[src/rtl/gb_mbc3.sv]
// gb_mbc3: MBC3 cartridge bank controller for the Game Boy cartridge bus.
// Define MBC3_RTC_EN to include the real-time clock, its prescaler and the latch logic.
module gb_mbc3 #(
  parameter int CLK_HZ = 4194304
) (
  input  logic        clk,
  input  logic        reset,
  input  logic [15:0] cart_addr,
  input  logic        cart_rd,
  input  logic        cart_wr,
  input  logic [7:0]  cart_di,
  output logic [7:0]  cart_do,
  output logic [20:0] rom_addr,
  input  logic [7:0]  rom_q,
  output logic [14:0] ram_addr,
  output logic        ram_we,
  input  logic [7:0]  ram_q
);
  logic       wr_q, ram_en_q, ram_en_d;
  logic [6:0] rom_bank_q, rom_bank_d;
  logic [3:0] ram_sel_q, ram_sel_d;
  logic [7:0] rtc_rd;
  logic       wr_edge, in_ram, ram_bank_sel, unused;
  assign unused       = ^{cart_rd, cart_di[7]};
  assign wr_edge      = cart_wr & ~wr_q;
  assign in_ram       = cart_addr[15:13] == 3'b101;
  assign ram_bank_sel = ram_sel_q[3:2] == 2'b00;
  assign rom_addr     = {cart_addr[14] ? rom_bank_q : 7'd0, cart_addr[13:0]};
  assign ram_addr     = {ram_sel_q[1:0], cart_addr[12:0]};
  assign ram_we       = cart_wr & in_ram & ram_en_q & ram_bank_sel;
  assign cart_do      = !cart_addr[15] ? rom_q :
                        !(in_ram && ram_en_q) ? 8'hFF :
                        ram_bank_sel ? ram_q : rtc_rd;
  always_comb begin
    ram_en_d   = (wr_edge && cart_addr[15:13] == 3'b000) ? cart_di[3:0] == 4'hA : ram_en_q;
    rom_bank_d = (wr_edge && cart_addr[15:13] == 3'b001) ?
                 (cart_di[6:0] == 7'd0 ? 7'd1 : cart_di[6:0]) : rom_bank_q;
    ram_sel_d  = (wr_edge && cart_addr[15:13] == 3'b010) ? cart_di[3:0] : ram_sel_q;
  end
  always_ff @(posedge clk) begin
    if (reset) begin
      wr_q       <= 1'b0;
      ram_en_q   <= 1'b0;
      rom_bank_q <= 7'd1;
      ram_sel_q  <= 4'd0;
    end else begin
      wr_q       <= cart_wr;
      ram_en_q   <= ram_en_d;
      rom_bank_q <= rom_bank_d;
      ram_sel_q  <= ram_sel_d;
    end
  end
`ifdef MBC3_RTC_EN
  localparam int PW = CLK_HZ > 1 ? $clog2(CLK_HZ) : 1;
  logic [PW-1:0]   pre_q, pre_d;
  logic [5:0]      s_q, s_d, m_q, m_d;
  logic [4:0]      h_q, h_d;
  logic [8:0]      day_q, day_d;
  logic            halt_q, halt_d, dc_q, dc_d, arm_q, arm_d;
  logic [4:0][7:0] lat_q, lat_d, live;
  logic            rtc_sel, rtc_we, latch_wr, tick, s_c, m_c, h_c;
  assign rtc_sel  = ram_sel_q >= 4'h8 && ram_sel_q <= 4'hC;
  assign rtc_we   = wr_edge && in_ram && ram_en_q && rtc_sel;
  assign latch_wr = wr_edge && cart_addr[15:13] == 3'b011;
  assign tick     = !halt_q && pre_q == PW'(CLK_HZ - 1);
  assign s_c      = tick && s_q == 6'd59;
  assign m_c      = s_c && m_q == 6'd59;
  assign h_c      = m_c && h_q == 5'd23;
  assign live     = {dc_q, halt_q, 5'd0, day_q[8], day_q[7:0], 3'd0, h_q, 2'd0, m_q, 2'd0, s_q};
  assign rtc_rd   = rtc_sel ? lat_q[ram_sel_q[2:0]] : 8'hFF;
  // Cascade first, then a same-cycle register write overrides the addressed field.
  always_comb begin
    pre_d  = halt_q ? pre_q : tick ? '0 : pre_q + 1'b1;
    s_d    = !tick ? s_q : (s_q == 6'd59 || s_q == 6'd63) ? 6'd0 : s_q + 6'd1;
    m_d    = !s_c ? m_q : (m_q == 6'd59 || m_q == 6'd63) ? 6'd0 : m_q + 6'd1;
    h_d    = !m_c ? h_q : (h_q == 5'd23 || h_q == 5'd31) ? 5'd0 : h_q + 5'd1;
    day_d  = h_c ? day_q + 9'd1 : day_q;
    dc_d   = dc_q | (h_c && day_q == 9'h1FF);
    halt_d = halt_q;
    if (rtc_we && ram_sel_q == 4'h8) begin
      s_d   = cart_di[5:0];
      pre_d = '0;
    end
    if (rtc_we && ram_sel_q == 4'h9) m_d = cart_di[5:0];
    if (rtc_we && ram_sel_q == 4'hA) h_d = cart_di[4:0];
    if (rtc_we && ram_sel_q == 4'hB) day_d[7:0] = cart_di;
    if (rtc_we && ram_sel_q == 4'hC) begin
      day_d[8] = cart_di[0];
      halt_d   = cart_di[6];
      dc_d     = cart_di[7];
    end
    arm_d = latch_wr ? cart_di == 8'h00 : arm_q;
    lat_d = (latch_wr && arm_q && cart_di == 8'h01) ? live : lat_q;
  end
  always_ff @(posedge clk) begin
    if (reset) begin
      pre_q  <= '0;
      s_q    <= 6'd0;
      m_q    <= 6'd0;
      h_q    <= 5'd0;
      day_q  <= 9'd0;
      halt_q <= 1'b0;
      dc_q   <= 1'b0;
      arm_q  <= 1'b0;
      lat_q  <= '0;
    end else begin
      pre_q  <= pre_d;
      s_q    <= s_d;
      m_q    <= m_d;
      h_q    <= h_d;
      day_q  <= day_d;
      halt_q <= halt_d;
      dc_q   <= dc_d;
      arm_q  <= arm_d;
      lat_q  <= lat_d;
    end
  end
`else
  assign rtc_rd = 8'hFF;
`endif
endmodule

[config.mk]
export PLATFORM = sky130hd
export DESIGN_NAME = gb_mbc3
export DESIGN_NICKNAME = d
export VERILOG_FILES = /design/src/rtl/gb_mbc3.sv
export SDC_FILE = /design/constraint.sdc
export NUM_CORES = 1
export LEC_CHECK = 0
export ABC_AREA = 1
export ABC_CLOCK_PERIOD_IN_PS = 3800
export BUFFER_PORTS_ARGS = -buffer_cell sky130_fd_sc_hd__buf_2
export CORE_MARGIN = 1
export CORE_UTILIZATION = 35
export CTS_CLUSTER_SIZE = 10
export DETAILED_ROUTE_END_ITERATION = 7
export PLACE_DENSITY = 0.74
export SYNTH_ARGS = -nofsm -noshare
export SYNTH_HDL_FRONTEND = slang
export SYNTH_SLANG_ARGS = --single-unit
[constraint.sdc]
create_clock -name clk -period 3.8 [get_ports clk]
set_clock_uncertainty 0.15 [all_clocks]
set_input_delay 1.14 -clock clk [delete_from_list [all_inputs] [get_ports clk]]
set_output_delay 1.14 -clock clk [all_outputs]
set_load 0.005 [all_outputs]
==> impl_metrics.csv <==
group,metric,value,unit
grt,grt_pass1_wl,3567,µm
floorplan,die_y,56.93,µm
placed_design,dpl.hpwl,1673,µm
yosys,synthesis.nets,210,
run_status,outcome,"finished, violations left",
clock_network,cts_tree,"built",
sta,fmaxAchievable,307.6,MHz
sta,finalSetupViolations,0,
yosys,yosysUniqueCellTypes,20,
yosys,synthCells,166,
critical_path,critPathBufInv,2,
sta,rsz0062_at_grt,"false",
critical_path,path_max_fanout,12,
finish,antenna_cells,0,
sta,period_share,85.54,%
route,wl_per_cell,9.631,µm
power,power.total,288.0,µW
sta,report.final.slew_viol_count,0,
finish,area_growth,4.146,%
clock_network,clk_latency,0.27,ns
placed_design,io_buffer_count,47,
clock_network,cts_hold_buf,0,
critical_path,worstSetupEndpointType,"output port",
sta,worstMarginPinSlew,0.3122,ns
route,drcViolationCount,8,
sta,layout_min_cycle_time,3.251,ns
yosys,yosysSeqAreaShare,24.64,%
floorplan,rows,19,
sta,slew_headroom,79.17,%
floorplan,io_pins,89,
clock_network,cts_resized,0,
route,via_per_inst,4.514,
route,drtAntennaViolNets,0,
grt,grt_max_degree,13,
finish,nNetsFinal,228,
clock_network,cts.clk_slew.worst_paths,0.07,ns
flow_run,cap_violations,0,
route,num_vias,966,
clock_network,cts_made_buffers,3,
clock_network,clk_path_buf_depth,2,
route,drt_pass1_iterations,6,
power,p_leak,0.6274,nW
grt,grt_pass1_vias,865,
floorplan,fp.dieW,56.93,µm
critical_path,crit_top_cell,"buf_2",
floorplan,coreArea,2805,µm²
yosys,yosys_warnings,0,
yosys,syn_avg_cell_area,6.362,µm²
critical_path,cp_slowest_cell,"buf_2",
critical_path,worstPathCellList,"buf_2 > nand4_4 > nor3_1 > nor2_1 > buf_2",
clock_network,root_buffer,"clkbuf_4",
critical_path,cpPeakStageDelay,0.25,ns
hold_path,hold_class,"reg -> reg",
grt,grt_overflow_total,0,
route,routed_wl,2061,µm
clock_network,clkSinkCount,13,
finish,layout-drive-gt1-share,31.15,%
critical_path,cp.arrival,1.96,ns
placed_design,place_congestion,0.8032,
critical_path,cp_top_family,"simple AND/OR/NAND/NOR gates",
grt,antenna_found_initial,0,
finish,utilization,39.21,%
yosys,syn_area,1056,µm²
run_status,failed_checks,"DRC",
route,drtIter0Drc,21,
sta,hold_violations,0,
sta,fin_tns_setup,0,ns
power,powerDensity,261.9,nW/µm²
grt,grt_usage,13.86,%
critical_path,startpoint_type,"input pin",
floorplan,fp.dieArea,3241,µm²
clock_network,h-tree-depth,1,
clock_network,post-cts-setup-buffers,0,
critical_path,crit_type,"in -> out",
floorplan,initial_core_util,37.64,%
power,irDropWorstVdd,0.2006,mV
critical_path,required,2.51,ns
yosys,ys_ff_latch,13,
==> worst min-delay path, delay by kind of cell (launching register included) <==
family | cells | cell delay [ns]
DFF | 1 | 0.33
and+or+nand+nor | 2 | 0.11
==> final timing paths <==
path	slack [ns]	endpoint	start	cells past startpoint
worst max-delay path	0.55	cart_do[2]	cart_addr[15]	5
worst min-delay path	0.32	rom_bank_q[3]	rom_bank_q[3]	2
worst max register to register	2.62	ram_sel_q[3]	wr_q	6
worst min register to register	0.32	rom_bank_q[3]	rom_bank_q[3]	2
==> power by group <==
group,internal (mW),switching (mW),total [mW],leakage [nW]
registers,0.141,0.00275,0.143,0.106
clock network,0.0407,0.0422,0.0829,0.0150
logic,0.0265,0.0353,0.0618,0.507
total,0.208,0.0803,0.288,0.627
==> per-layer routing <==
| metal | part of all wire, % | global-route usage [%] | wire length (µm) | vias up |
|---|---|---|---|---|
| li1 | - | - | - | 513 |
| met1 | 42 | 14.87 | 866 | 421 |
| met2 | 49 | 25.21 | 1004 | 26 |
| met3 | 8.2 | 4.989 | 170 | 6 |
| met4 | 0.92 | 4.530 | 19 | 0 |
| met5 | 0 | 0 | 0 | - |
==> state kept, by name, indices dropped and copies added, names as in the netlist <==
| name | count |
|---|---|
| rom_bank_q | 7 |
| ram_sel_q | 4 |
| ram_en_q | 1 |
| wr_q | 1 |
==> synthesized netlist by cell type <==
library cell / count / area, µm²
nor2_1: 45 / 168.9
buf_4: 30 / 225.2
nand2_1: 23 / 86.33
inv_1: 19 / 71.32
dfxtp_1: 13 / 260.3
nor3_1: 9 / 45.04
nand3_1: 7 / 35.03
nand4_1: 6 / 37.54
buf_6: 2 / 22.52
inv_2: 2 / 7.510
a21oi_1: 1 / 5.000
buf_1: 1 / 3.750
buf_2: 1 / 5.000
nand3_2: 1 / 10.01
nand3b_1: 1 / 7.510
nand4_4: 1 / 21.27
nor2_2: 1 / 6.260
nor2_4: 1 / 11.26
nor2_8: 1 / 20.02
or2_1: 1 / 6.260
==> layout by cell type (no fill, tap or decap) <==
| cell | synthesis | routed |
|---|---|---|
| buf_2 | 1 | 47 |
| nor2_1 | 45 | 45 |
| nand2_1 | 23 | 23 |
| inv_1 | 19 | 19 |
| dfxtp_1 | 13 | 13 |
| nor3_1 | 9 | 9 |
| nand3_1 | 7 | 7 |
| nand4_1 | 6 | 6 |
| clkbuf_4 | 0 | 3 |
| inv_2 | 2 | 2 |
| or2_1 | 1 | 1 |
| nand4_4 | 1 | 1 |
| nor2_8 | 1 | 1 |
| nor2_4 | 1 | 1 |
| nand3_2 | 1 | 1 |
| a21oi_1 | 1 | 1 |
| nand3b_1 | 1 | 1 |
| nor2_2 | 1 | 1 |
| clkbuf_1 | 0 | 1 |
==> cells by family (layout without fill, tap and decap cells) <==
kind of cell           after synthesis  in the layout  share of synthesized area (%)
AO/OA/AOI/OAI                        1              1                         0.4735
flip-flops                          13             13                          24.64
AND/OR/NAND/NOR                     97             97                          43.13
buffers and inverters               55             72                          31.75
==> final cells by class <==
cell class,instances,area (µm²)
Fill cell,323,1705
Multi-Input combinational cell,98,460.4
Sequential cell,13,260.3
Timing Repair Buffer,47,235.2
Inverter,21,78.83
Tap cell,31,38.79
Clock buffer,4,26.28
==> through the flow <==
stage	hold slack (ns)	setup WS, ns	cells	area, µm²
finish	0.3237	0.5494	214	1100
global route	0.3494	0.4059	214	1100
CTS	0.3302	0.5366	214	1100
detailed placement	0.3130	0.5384	210	1074
global placement	0.2965	0.5434	210	1074
floorplan	0.2762	0.8281	166	1056
Note: power is estimated with default switching activity, not from simulation.
